`config.mk`:
```
export PLATFORM = sky130hd
export DESIGN_NAME = minimac2_rx_framer
export DESIGN_NICKNAME = d
export VERILOG_FILES = /design/src/rtl/minimac2_pkg.sv /design/src/rtl/minimac2_crc32.sv /design/src/rtl/minimac2_rx_framer.sv
export SDC_FILE = /design/constraint.sdc
export NUM_CORES = 1
export LEC_CHECK = 0
export BUFFER_PORTS_ARGS = -buffer_cell sky130_fd_sc_hd__buf_2
export CAP_MARGIN = 20
export CORE_MARGIN = 2
export CORE_UTILIZATION = 50
export CTS_CLUSTER_DIAMETER = 200
export CTS_CLUSTER_SIZE = 20
export DETAILED_ROUTE_END_ITERATION = 12
export PLACE_DENSITY = 0.69
export SKIP_CTS_REPAIR_TIMING = 1
export SLEW_MARGIN = 5
export SYNTH_ARGS = -nofsm -noshare
export SYNTH_HDL_FRONTEND = slang
export SYNTH_HIERARCHICAL = 1
export SYNTH_SLANG_ARGS = --single-unit
```
`constraint.sdc`:
```
create_clock -name phy_rx_clk -period 4.7 [get_ports phy_rx_clk]
set_clock_uncertainty 0.05 [all_clocks]
set_input_delay 0.235 -clock phy_rx_clk [delete_from_list [all_inputs] [get_ports phy_rx_clk]]
set_output_delay 0.235 -clock phy_rx_clk [all_outputs]
set_load 0.01 [all_outputs]
```
`src/rtl/minimac2_pkg.sv`:
```
// Shared types, constants and the byte-wise CRC-32 step for the minimac2 receive path.
// Latency: n/a (package only).
// Backpressure: n/a (package only).
package minimac2_pkg;

  typedef enum logic [1:0] {
    ST_IDLE     = 2'd0,
    ST_PREAMBLE = 2'd1,
    ST_DATA     = 2'd2,
    ST_DROP     = 2'd3
  } state_t;

  localparam logic [31:0] CRC_POLY    = 32'hEDB8_8320;
  localparam logic [31:0] CRC_INIT    = 32'hFFFF_FFFF;
  localparam logic [31:0] CRC_RESIDUE = 32'hDEBB_20E3;

  localparam logic [3:0]  NIB_PRE = 4'h5;
  localparam logic [3:0]  NIB_SFD = 4'hD;

  // Reflected CRC-32, one byte, LSB of the byte first.
  function automatic logic [31:0] crc32_byte(input logic [31:0] crc, input logic [7:0] data);
    logic [31:0] c;
    c = crc;
    for (int i = 0; i < 8; i++) begin
      c = (c[0] ^ data[i]) ? ((c >> 1) ^ CRC_POLY) : (c >> 1);
    end
    return c;
  endfunction

endpackage

```
`src/rtl/minimac2_crc32.sv`:
```
// Running CRC-32 register over received bytes.
// Latency: register reflects a byte one cycle after en.
// Backpressure: none; accepts a byte every cycle en is high.
module minimac2_crc32
  import minimac2_pkg::*;
(
  input  logic        phy_rx_clk,
  input  logic        sys_rst_n,
  input  logic        clr,
  input  logic        en,
  input  logic [7:0]  data,
  output logic [31:0] crc
);

  // Clear wins over update so a new frame always starts from the init value.
  always_ff @(posedge phy_rx_clk or negedge sys_rst_n) begin
    if (!sys_rst_n) begin
      crc <= CRC_INIT;
    end else if (clr) begin
      crc <= CRC_INIT;
    end else if (en) begin
      crc <= crc32_byte(crc, data);
    end
  end

endmodule

```
`src/rtl/minimac2_rx_framer.sv`:
```
// MII nibble receiver: strips preamble/SFD, assembles bytes, checks FCS/length, counts frames.
// Latency: a byte is emitted one byte-time after it completes (held so eof is known); eof one cycle after phy_dv falls.
// Backpressure: none; rx_valid is a single-cycle strobe the consumer must take.
module minimac2_rx_framer
  import minimac2_pkg::*;
#(
  parameter int MIN_LEN = 64,
  parameter int MAX_LEN = 1518
) (
  input  logic        phy_rx_clk,
  input  logic        sys_rst_n,
  input  logic [3:0]  phy_rx_data,
  input  logic        phy_dv,
  input  logic        phy_rx_er,
  output logic [7:0]  rx_data,
  output logic        rx_valid,
  output logic        rx_sof,
  output logic        rx_eof,
  output logic        rx_err,
  output logic [15:0] rx_ok_count,
  output logic [15:0] rx_bad_count
);

  localparam logic [10:0] MIN_LEN_C = 11'(MIN_LEN);
  localparam logic [10:0] MAX_LEN_C = 11'(MAX_LEN);
  localparam logic [10:0] CNT_SAT   = 11'h7FF;

  state_t      state_q, state_d;
  logic        sfd_seen, byte_done, frame_end;
  logic        phase_q;
  logic [3:0]  low_nib_q;
  logic [7:0]  hold_q;
  logic        hold_vld_q;
  logic        first_q;
  logic        er_q;
  logic [10:0] byte_cnt_q;
  logic [31:0] crc_val;
  logic [7:0]  cur_byte;
  logic        frame_bad;

  assign cur_byte  = {phy_rx_data, low_nib_q};
  assign frame_bad = (crc_val != CRC_RESIDUE) || er_q || phase_q ||
                     (byte_cnt_q < MIN_LEN_C) || (byte_cnt_q > MAX_LEN_C);

  minimac2_crc32 u_crc (
    .phy_rx_clk (phy_rx_clk),
    .sys_rst_n  (sys_rst_n),
    .clr        (sfd_seen),
    .en         (byte_done),
    .data       (cur_byte),
    .crc        (crc_val)
  );

  // State register.
  always_ff @(posedge phy_rx_clk or negedge sys_rst_n) begin
    if (!sys_rst_n) state_q <= ST_IDLE;
    else            state_q <= state_d;
  end

  // Next state plus the per-cycle strobes that steer the datapath.
  always_comb begin
    state_d   = state_q;
    sfd_seen  = 1'b0;
    byte_done = 1'b0;
    frame_end = 1'b0;
    case (state_q)
      ST_IDLE: begin
        if (phy_dv) state_d = (phy_rx_data == NIB_PRE) ? ST_PREAMBLE : ST_DROP;
      end
      ST_PREAMBLE: begin
        if (!phy_dv) begin
          state_d = ST_IDLE;
        end else if (phy_rx_data == NIB_SFD) begin
          state_d  = ST_DATA;
          sfd_seen = 1'b1;
        end else if (phy_rx_data != NIB_PRE) begin
          state_d = ST_DROP;
        end
      end
      ST_DATA: begin
        if (!phy_dv) begin
          state_d   = ST_IDLE;
          frame_end = 1'b1;
        end else if (phase_q) begin
          byte_done = 1'b1;
        end
      end
      ST_DROP: begin
        if (!phy_dv) state_d = ST_IDLE;
      end
      default: state_d = ST_IDLE;
    endcase
  end

  // Byte assembly, one-byte hold and the registered output strobes.
  always_ff @(posedge phy_rx_clk or negedge sys_rst_n) begin
    if (!sys_rst_n) begin
      phase_q    <= 1'b0;
      low_nib_q  <= 4'h0;
      hold_q     <= 8'h00;
      hold_vld_q <= 1'b0;
      first_q    <= 1'b0;
      er_q       <= 1'b0;
      byte_cnt_q <= 11'd0;
      rx_data    <= 8'h00;
      rx_valid   <= 1'b0;
      rx_sof     <= 1'b0;
      rx_eof     <= 1'b0;
      rx_err     <= 1'b0;
    end else begin
      rx_valid <= 1'b0;
      rx_sof   <= 1'b0;
      rx_eof   <= 1'b0;
      rx_err   <= 1'b0;
      if (sfd_seen) begin
        phase_q    <= 1'b0;
        hold_vld_q <= 1'b0;
        first_q    <= 1'b1;
        er_q       <= 1'b0;
        byte_cnt_q <= 11'd0;
      end
      if (state_q == ST_DATA && phy_dv) begin
        if (phy_rx_er) er_q <= 1'b1;
        if (!phase_q) begin
          low_nib_q <= phy_rx_data;
          phase_q   <= 1'b1;
        end else begin
          phase_q    <= 1'b0;
          hold_q     <= cur_byte;
          hold_vld_q <= 1'b1;
          if (byte_cnt_q != CNT_SAT) byte_cnt_q <= byte_cnt_q + 11'd1;
          if (hold_vld_q) begin
            rx_valid <= 1'b1;
            rx_data  <= hold_q;
            rx_sof   <= first_q;
            first_q  <= 1'b0;
          end
        end
      end
      if (frame_end) begin
        hold_vld_q <= 1'b0;
        if (hold_vld_q) begin
          rx_valid <= 1'b1;
          rx_data  <= hold_q;
          rx_sof   <= first_q;
          rx_eof   <= 1'b1;
          rx_err   <= frame_bad;
          first_q  <= 1'b0;
        end
      end
    end
  end

  // Frame counters: one of the two steps per ended frame; a frame with no byte counts as bad.
  always_ff @(posedge phy_rx_clk or negedge sys_rst_n) begin
    if (!sys_rst_n) begin
      rx_ok_count  <= 16'd0;
      rx_bad_count <= 16'd0;
    end else if (frame_end) begin
      if (hold_vld_q && !frame_bad) rx_ok_count  <= rx_ok_count + 16'd1;
      else                          rx_bad_count <= rx_bad_count + 16'd1;
    end
  end

endmodule

```
# == Yosys cells after proc, flatten, opt, wreduce, memory -nomap -nowiden ==
# Index checks and enable logic that the tools add are counted.
# op_classes
n_mux,63
n_lt_le_gt_ge,2
reduce_logical,16
eq_ne,11
n_addsub,3
bitwise,18
# ops
op,count
$mux W32,10
$not A13 Y14,8
$mux W11,4
$mux W8,5
$mux W1,37
$add A16 B1 Y16 const B,2
$ne A32 B32 Y1 const B,1
$mux W2,6
$add A11 B1 Y11 const B,1
$gt A11 B11 Y1 const B,1
$lt A11 B7 Y1 const B,1
$ne A11 B11 Y1 const B,1
$reduce_and A2 Y1,4
$xor A1 B1 Y1,8
$pmux W2 S3,1
$eq A2 B2 Y1 const B,2
$eq A4 B3 Y1 const B,1
$eq A4 B4 Y1 const B,1
$logic_or A1 B1 Y1,4
$ne A2 B2 Y1 const B,2
$ne A4 B3 Y1 const B,1
$ne A4 B4 Y1 const B,1
$reduce_bool A2 Y1,2
$reduce_and A3 Y1,1
6 further kinds,8
# word_totals
output_inout_bits,44
register_bits,105
word_cells,129

# == Longest topological paths before layout ==
# logic_depth
depth_word,18
ltp_mapped,9

# == By module ==
# Netlist, hierarchy kept.
# modules_own_cells
module,seq_area_each_um2,area_per_inst_um2,cells_each,n_inst
minimac2_rx_framer,1826.8,3334.4,316,1
minimac2_crc32,840.8,2062.0,190,1

# == Least setup slack after synthesis ==
# OpenSTA, ideal clock, no wires.
# synth_path
path_type,register to register
start,register state_q[0]
end,register u_crc.crc[12]
t_arrival_ps,2065
slack_ps,2503
stages_incl_launch_ff,8
n_path_buf,2
setup_ps,82
cell_sequence,dfrtp_1 -> and2b_1 -> nand3_1 -> inv_1 -> buf_1 -> clkinv_1 -> clkbuf_1 -> a211o_1
# synth_between
elab_chain_len,3
word_cells_on_any_way,6
cone_classes,2 x eq/ne; 3 x mux; 1 x reduce/logical
# synth_lines
item,line_no,rtl
"start, declared",minimac2_rx_framer.sv:28,"state_t state_q, state_d;"
"start signal, assigned",minimac2_rx_framer.sv:57,else state_q <= state_d;
$eq A2 B2 Y1,minimac2_rx_framer.sv:66,case (state_q)
$mux W1,minimac2_rx_framer.sv:66,
via byte_done,minimac2_rx_framer.sv:29,"logic sfd_seen, byte_done, frame_end;"
$reduce_bool A2 Y1 (no source line),n/a,
"end signal, assigned",minimac2_crc32.sv:22,"crc <= crc32_byte(crc, data);"
"end, declared",minimac2_crc32.sv:12,output logic [31:0] crc
# The timed path passes the listed nets, and every way through them passes these cells.
# A chain may end at the register's enable or synchronous reset.

# == Worst setup path in the final report ==
# layout_path
start,register state_q[0]
end,register u_crc.crc[3]
# layout_between
elab_chain_len,3
word_cells_on_any_way,6
cone_classes,2 x eq/ne; 3 x mux; 1 x reduce/logical
# layout_lines
item,line_no
$eq A2 B1 Y1 / $eq A2 B2 Y1 (equally long branches),minimac2_rx_framer.sv:66
$mux W1,minimac2_rx_framer.sv:66
$mux W32 / $reduce_bool A2 Y1 (equally long branches),n/a
# Parallel ways exist; a longest one is shown, timed or not.

==> impl_metrics.json <==
{
  "grtUsageMet3_pct": 3.39,
  "cp.required_ns": 4.94,
  "min_from": "phy_rx_er",
  "crit_chain": "and2b_1, nand3_1, inv_1, buf_4, clkinv_1, buf_16, a211o_1",
  "postLayoutCoreUtil_pct": 57.5,
  "grt_max_degree": 56,
  "use_met2_pct": 32.1,
  "critical_path.max_fanout": 35,
  "core_area_sq_mm": 0.0104,
  "top_usage_layer": "met2",
  "cts_tree": "built",
  "wl_per_cell_um": 16.3,
  "hp-class": "input pin to flop",
  "p_total_mw": 4.27,
  "first_pass_iters": 4,
  "finalCritPeriodShare_pct": 58.1,
  "synthArstFlopShare_pct": 100,
  "fin_ws_ns": 1.97,
  "grt.total_usage_pct": 20.6,
  "ys_types": 59,
  "fmax_mhz": 366,
  "hold_viol_final": 0,
  "yosysTopAreaCell": "dfrtp_1",
  "cts.sinks": 105,
  "drive_gt1_share_pct": 23.8,
  "drcViolationCount": 0,
  "p_leak_nw": 2.91,
  "status": "finished, final reports clean",
  "cp-startpoint": "state_q[0]",
  "via_per_inst": 5.51,
  "peakVddDrop_mv": 0.585,
  "die_y_um": 108,
  "clk-insertion-delay-late_ns": 0.37,
  "clk_pin_slew_ns": 0.10,
  "syn_nets": 517,
  "first_global_vias": 3754,
  "h-tree-depth": 3,
  "pre_cts_ws_ns": 1.38,
  "setup_viol": 0,
  "critPathMaxStageDelay_ns": 0.43,
  "ant_nets": 0,
  "cp.arrival_ns": 2.97,
  "synth.top_cell.area_share_pct": 33.9,
  "crit_slowest_cell": "nand3_1",
  "antenna_found_initial": 0,
  "fin_setup_tns_ns": 0,
  "area_growth_pct": 11.0,
  "n_antenna_cell": 0,
  "synth-edff-count": 0,
  "hold_ws_ns": 0.0974,
  "power.density_mw_per_mm2": 713,
  "syn_area_sq_mm": 0.00540,
  "num_vias": 3832,
  "syn_inst": 506,
  "criticalPathCategory": "flop to flop",
  "r2r_start": "state_q[0]",
  "fin_nets": 566,
  "wirelength_um": 11400,
  "cp.buffers_inverters": 4,
  "synth.most_common_cell": "nand2_1",
  "finalWeightedCongestion": 0.913,
  "rsz0062_at_grt": "no",
  "ys_ff_latch": 105,
  "seq_area_frac_synth_pct": 49.4,
  "die_area_sq_mm": 0.0116,
  "ys_warn_count": 6,
  "reg2reg_slack_ns": 1.97,
  "max-slew-margin-rel_pct": 46.4,
  "dp_hpwl_um": 7940,
  "synth_ff_type": "dfrtp_1",
  "drt-initial-drc-count": 252,
  "grt_pass1_wl_um": 18800,
  "synth_area_per_cell_sq_um": 10.7,
  "gr-total-overflow": 0,
  "ctsLongestPathBuffers": 2,
  "drv_cap": 0,
  "grt_use_met1_pct": 29.7,
  "die_x_um": 108,
  "port_buffers": 51,
  "num_rows": 37,
  "synth.top_cells.by_count": "nand2_1 (80), dfrtp_1 (73), xnor2_1 (55)",
  "pin_count": 52,
  "cts-buffers-inserted": 9,
  "min_period_ns": 2.73,
  "tightest_slew_ns": 0.802,
  "clock-root-buffer": "clkbuf_8",
  "cp-start-kind": "flop",
  "final_max_slew_viol_count": 0,
  "yosys-top-cells-area": "dfrtp_1 (34%), dfstp_2 (16%), xnor2_1 (8.9%)",
  "initial_core_util_pct": 51.8,
  "crit_family": "buffers and inverters",
  "end_kind": "flop"
}
-- state kept, by name, indices dropped and copies added, names as in the netlist --
signal / count
hold_q: 8
rx_bad_count: 16
first_q: 1
u_crc/crc: 32
rx_eof: 1
rx_ok_count: 16
rx_err: 1
byte_cnt_q: 11
hold_vld_q: 1
rx_sof: 1
rx_data: 8
rx_valid: 1
state_q: 2
er_q: 1
phase_q: 1
low_nib_q: 4
-- worst paths after layout --
check,to,cells after the start
worst max-delay path,u_crc/crc[3],7
max in group asynchronous,low_nib_q[2],3
worst min-delay path,er_q,2
worst max register to register,u_crc/crc[3],7
worst min register to register,rx_bad_count[15],1
min in group asynchronous,rx_bad_count[5],2
-- layer usage --
| layer | vias to the layer above | part of all wire (%) |
|---|---|---|
| li1 | 1834 | - |
| met1 | 1878 | 48 |
| met2 | 108 | 46 |
| met3 | 12 | 4.5 |
| met4 | 0 | 1.3 |
| met5 | - | 0 |
-- cells in the final DEF (no fill, tap or decap), types with 9 or more instances in the layout --
| master | n |
|---|---|
| a211o_1 | 15 |
| nand3_1 | 14 |
| clkbuf_8 | 9 |
| nand4_1 | 21 |
| o21ai_0 | 19 |
| xnor2_1 | 55 |
| dfrtp_1 | 73 |
| and3_1 | 12 |
| nand2_1 | 80 |
| buf_2 | 50 |
| inv_1 | 10 |
| xor2_1 | 32 |
| dfstp_2 | 32 |
| nor2_1 | 31 |
-- cells by family after synthesis --
kind of cell               synth area share, %
muxes                                     1.81
xor gates and xnor gates                  18.6
AOI/OAI and AO/OA                         8.21
DFF                                       49.4
adders and majority gates                0.696
and+or+nand+nor                           18.9
buffers and inverters                     2.30
-- power breakdown --
part           leakage (nW)  total (mW)  internal, mW  switching (mW)
logic                  1.51        2.19          1.09            1.10
clock network        0.0936       0.527         0.202           0.325
registers              1.30        1.56          1.26           0.300
-- cell type report --
type	instances	area (sq um)
inverters	12	45.0
fillers	918	4430
flip-flops and latches	105	2670
multi-input cells	371	2610
repair buffers	56	318
clock buffers	10	128
clock inverters	6	56.3
well taps	136	170
-- stage by stage --
stage	cells	cell area [sq um]
after floorplan	506	5400
after global placement	678	5770
after detailed placement	678	5770
after CTS	694	5950
after global routing	696	5990
final	696	5990
Power figures use the tool's default switching activity.
